### src/rtl/soma_param_pipe.sv
// soma_param_pipe: add/sub/accumulate datapath feeding a DEPTH-entry
// result FIFO, with valid/ready handshakes on both sides.
module soma_param_pipe #(
    parameter int WIDTH = 8,
    parameter int DEPTH = 4
) (
    input  logic                   clk,
    input  logic                   rstn,
    input  logic                   valid_i,
    output logic                   ready_i,
    input  logic [1:0]             op_i,
    input  logic [WIDTH-1:0]       data1_i,
    input  logic [WIDTH-1:0]       data2_i,
    output logic                   valid_o,
    input  logic                   ready_o,
    output logic [WIDTH:0]         data_out_o,
    output logic [$clog2(DEPTH):0] count_o
);

    localparam int AW = $clog2(DEPTH);
    localparam int CW = AW + 1;

    typedef enum logic [1:0] {
        OP_ADD  = 2'b00,
        OP_SUB  = 2'b01,
        OP_ACC  = 2'b10,
        OP_LOAD = 2'b11
    } op_e;

    op_e             op;
    logic [WIDTH:0]  d1;
    logic [WIDTH:0]  d2;
    logic [WIDTH:0]  acc;
    logic [WIDTH:0]  result;
    logic [WIDTH:0]  mem [DEPTH];
    logic [AW-1:0]   wr_ptr;
    logic [AW-1:0]   rd_ptr;
    logic [CW-1:0]   count;
    logic            push;
    logic            pop;
    logic            acc_we;

    assign op = op_e'(op_i);
    assign d1 = {1'b0, data1_i};
    assign d2 = {1'b0, data2_i};

    // ready_i depends only on occupancy, so a pop never frees a slot
    // for a push in the same cycle.
    assign ready_i = (count != CW'(DEPTH));
    assign valid_o = (count != '0);
    assign count_o = count;
    assign push    = valid_i && ready_i;
    assign pop     = valid_o && ready_o;

    always_comb begin
        result = '0;
        acc_we = 1'b0;
        unique case (op)
            OP_ADD: result = d1 + d2;
            OP_SUB: result = d1 - d2;
            OP_ACC: begin
                result = acc + d1;
                acc_we = 1'b1;
            end
            OP_LOAD: begin
                result = d1 + d2;
                acc_we = 1'b1;
            end
        endcase
    end

    always_ff @(posedge clk or negedge rstn) begin
        if (!rstn) begin
            acc <= '0;
        end else if (push && acc_we) begin
            acc <= result;
        end
    end

    // Storage carries no reset; occupancy and pointers define validity.
    always_ff @(posedge clk) begin
        if (push) begin
            mem[wr_ptr] <= result;
        end
    end

    always_ff @(posedge clk or negedge rstn) begin
        if (!rstn) begin
            wr_ptr <= '0;
            rd_ptr <= '0;
            count  <= '0;
        end else begin
            if (push) begin
                wr_ptr <= wr_ptr + AW'(1);
            end
            if (pop) begin
                rd_ptr <= rd_ptr + AW'(1);
            end
            unique case ({push, pop})
                2'b10:   count <= count + CW'(1);
                2'b01:   count <= count - CW'(1);
                default: count <= count;
            endcase
        end
    end

    assign data_out_o = valid_o ? mem[rd_ptr] : '0;

endmodule

### config.mk
export PLATFORM = sky130hd
export DESIGN_NAME = soma_param_pipe
export DESIGN_NICKNAME = d
export VERILOG_FILES = /design/src/rtl/soma_param_pipe.sv
export SDC_FILE = /design/constraint.sdc
export NUM_CORES = 1
export LEC_CHECK = 0
export ABC_AREA = 1
export BUFFER_PORTS_ARGS = -buffer_cell sky130_fd_sc_hd__buf_4
export CAP_MARGIN = 20
export CORE_UTILIZATION = 35
export CTS_BUF_LIST = sky130_fd_sc_hd__clkbuf_16
export DETAILED_ROUTE_END_ITERATION = 10
export GPL_ROUTABILITY_DRIVEN = 0
export PLACE_DENSITY = 0.52
export SLEW_MARGIN = 20
export SYNTH_ARGS = -nofsm -noshare
export SYNTH_HDL_FRONTEND = slang
export SYNTH_SLANG_ARGS = --single-unit
export TNS_END_PERCENT = 50
### constraint.sdc
create_clock -name clk -period 5.4 [get_ports clk]
set_clock_uncertainty 0.15 [all_clocks]
set_input_delay 0.81 -clock clk [delete_from_list [all_inputs] [get_ports clk]]
set_output_delay 0.81 -clock clk [all_outputs]
set_load 0.05 [all_outputs]
==> results.md <==
* Outcome: completed
* Final HPWL DP at 4570 um
* Gate Count Post-Synth at ~340
* Worst-path fanout max at 21
* Io pins at 36
* Gate power share at 0.490
* Critical path endpoint category: output pin
* Worst flop-to-flop path endpoint: mem[0][8]
* Type of the worst setup path: reg2out
* Maximum Capacitance Violations at 0
* Synthesis-stage register bit count at 52
* Synth warn at 0
* Initial DRC count at 78
* # nets final at 412
* Drt first pass iters at 4
* Required @ worst endpoint at approximately 4.4 ns
* Die X-Extent at 94.2 um
* Antenna Nets Post-Route at 0
* Worst hold path type: in2async
* Post-synthesis sequential area ratio at 0.498
* Setup-failing EPs final at 0
* Peak VDD IR at 0.164 mV
* Syn_area_per_cell at 8.85 um^2
* Core outline area at around 8000 um^2
* Reg power frac at 0.354
* Setup TNS at 0 ns
* Delay-heaviest family, CP: flip-flops
* Final min period at 3.11 ns
* DRC violations left at 0
* PostCTS Resize Cnt at 0
* Power density over the cells at roughly 550 nW/um^2
* Setup bufs post-CTS at 0
* CTS tree: done
* Num CTS Buffers at 5
* Hold Vio Cnt, Final at 0
* Pins Over Slew Limit at 0
* FF-to-FF setup slack at 3.06 ns
* CP max stage cell: dfrtp_1
* Layout area overhead at 16.4%
* Die area at just under 9000 um^2
* Max_slew headroom at 0.397
* Total Power at 1.91 mW
* Critical path arrival at 2.15 ns
* Die H at 94.2 um
* Post-CTS Hold Fix Bufs at 0
* Library cells used by synthesis at 32
* CP Cell Sequence: inv_1, o21ai_0, a21oi_1, buf_4
* Largest net degree at the start of global routing at 22
* I/O Buffers at 35
* Initial antenna violation count at 0
* Layout cell share with drive strength beyond 1 at 0.137
* Worst slew pin tran at ~0.90 ns
* Post-Syn Area at 2970 um^2
* First-pass GRT wire length at around 10000 um
* ANT cells at 0
* Psw at ~0.86 mW
* DR vias at 2193
* Switching share of power at 0.453
* CP bufs+invs at 2
* Fmax at 321 MHz
* CP startpoint kind: register
* Root Driver: clkbuf_16
* Fin crit share at 0.576
* Drt total wl at 6060 um
* Part of the power in the clock network at 0.155
* Row count at 33
* Total gr overflow at 0
* Number of global-route vias before repair at 2041
* Vias per inst at 4.60
* H-tree Lvls at 2
* WL/cell at about 13 um
* Synthesized Nets at 377
* Initial Util at 0.362
* Max Buffers Root-to-Sink at 2
* Worst skew pair latency at 0.28 ns
* CP peak stage delay at between 0.8 and 0.9 ns
* Unrepaired setup endpoints after global routing: false
* Internal at 1.04 mW
* R2r worst-path depth at 12
* Reg clk slew, reported paths at 0.06 ns
* RR Startpoint: acc[0]
* Pleak at 1.56 nW
* Global Route Usage Sum at 0.150
* Clock Sinks at 52
worst max path at each step:
stage | startpoint | endpoint | depth (start not counted)
floorplan | op_i[1] | mem[0][8] | 14
global placement | op_i[1] | mem[0][8] | 14
detailed placement | op_i[1] | mem[0][6] | 14
CTS | rd_ptr[0] | data_out_o[5] | 4
global route | rd_ptr[0] | data_out_o[4] | 4
finish | rd_ptr[0] | data_out_o[5] | 4
power groups by stage:
stage,clock [mW],sequential [mW],combinational (mW)
4_1_cts,0.301,0.677,0.952
6_report,0.296,0.676,0.935
3_5_place_dp,0,0.683,0.951
2_1_floorplan,0,0.670,0.689
5_1_grt,0.316,0.693,1.04
3_3_place_gp,0,0.684,0.944
cell usage in the layout, fill, tap and decap left out, types with 8 or more instances in the layout:
cell and instances:
a21oi_1 21, buf_4 36, dfrtp_1 16, edfxtp_1 36, ha_1 17, inv_1 49
nand2_1 57, nand3_1 9, nor2_1 53, o21ai_0 28, o21ai_1 8
synthesized netlist by cell type (all sizes together):
library cell / number / area share
nand2: 58 / 0.076
nor2: 55 / 0.076
inv: 50 / 0.063
edfxtp: 36 / 0.36
o21ai: 36 / 0.061
a21oi: 21 / 0.035
ha: 17 / 0.072
dfrtp: 16 / 0.13
nand3: 13 / 0.029
buf: 7 / 0.015
xor2: 5 / 0.015
and2: 4 / 0.0084
xnor2: 4 / 0.012
fa: 2 / 0.013
nand3b: 2 / 0.0050
a21o: 1 / 0.0025
a31oi: 1 / 0.0021
clkbuf: 1 / 0.0017
nor3: 1 / 0.0017
o211ai: 1 / 0.0025
o21bai: 1 / 0.0025
o221ai: 1 / 0.0029
o22ai: 1 / 0.0021
o31ai: 1 / 0.0025
or2: 1 / 0.0021
worst reg2reg max path, stage by stage, from the launching register on:
cell and delay, ns:
dfrtp_1 0.33, inv_1 0.05, o31ai_1 0.23, ha_1 0.21
inv_1 0.05, fa_1 0.40, inv_1 0.07, nand3_1 0.06
nand2_1 0.15, nand2_1 0.07, nand2_1 0.06, nand2_1 0.07
and2_1 0.20
flip-flops by register name (all words and copies together), names as in the netlist:
register,flops
mem,36
acc,9
count_o,3
rd_ptr,2
wr_ptr,2
through the flow:
stage / setup slack (ns) / std cells / area (um^2) / hold slack (ns) / util
5_1_grt: 1.97 / 477 / 3460 / 0.244 / 0.421
4_1_cts: 2.22 / 477 / 3460 / 0.239 / 0.421
3_3_place_gp: 2.04 / 469 / 3330 / 0.334 / 0.405
3_5_place_dp: 1.97 / 469 / 3330 / 0.340 / 0.405
2_1_floorplan: 2.36 / 336 / 2970 / 0.292 / -
6_report: 2.29 / 477 / 3460 / 0.233 / 0.421
logic make-up (layout without fill, tap and decap cells):
family | count (synthesis) | in the layout | synth area share
simple gates | 134 | 134 | 0.197
compound gates | 64 | 64 | 0.113
buf+inv | 58 | 94 | 0.0799
flops | 52 | 52 | 0.498
fa+ha+maj | 19 | 19 | 0.0850
xor+xnor | 9 | 9 | 0.0265
final cells by class:
class	count	area (um^2)
Inverter	50	188
Multi-Input combinational cell	226	1250
Sequential cell	52	1480
Clock inverter	3	11.3
Tap cell	105	131
Timing Repair Buffer	36	270
Clock buffer	5	125
Fill cell	814	4750
metal layers:
layer  share of wire  track usage
met5               0            0
met4           0.016       0.0487
met3           0.024       0.0218
met2            0.49        0.267
met1            0.47        0.184
Power figures use the tool's default switching activity.
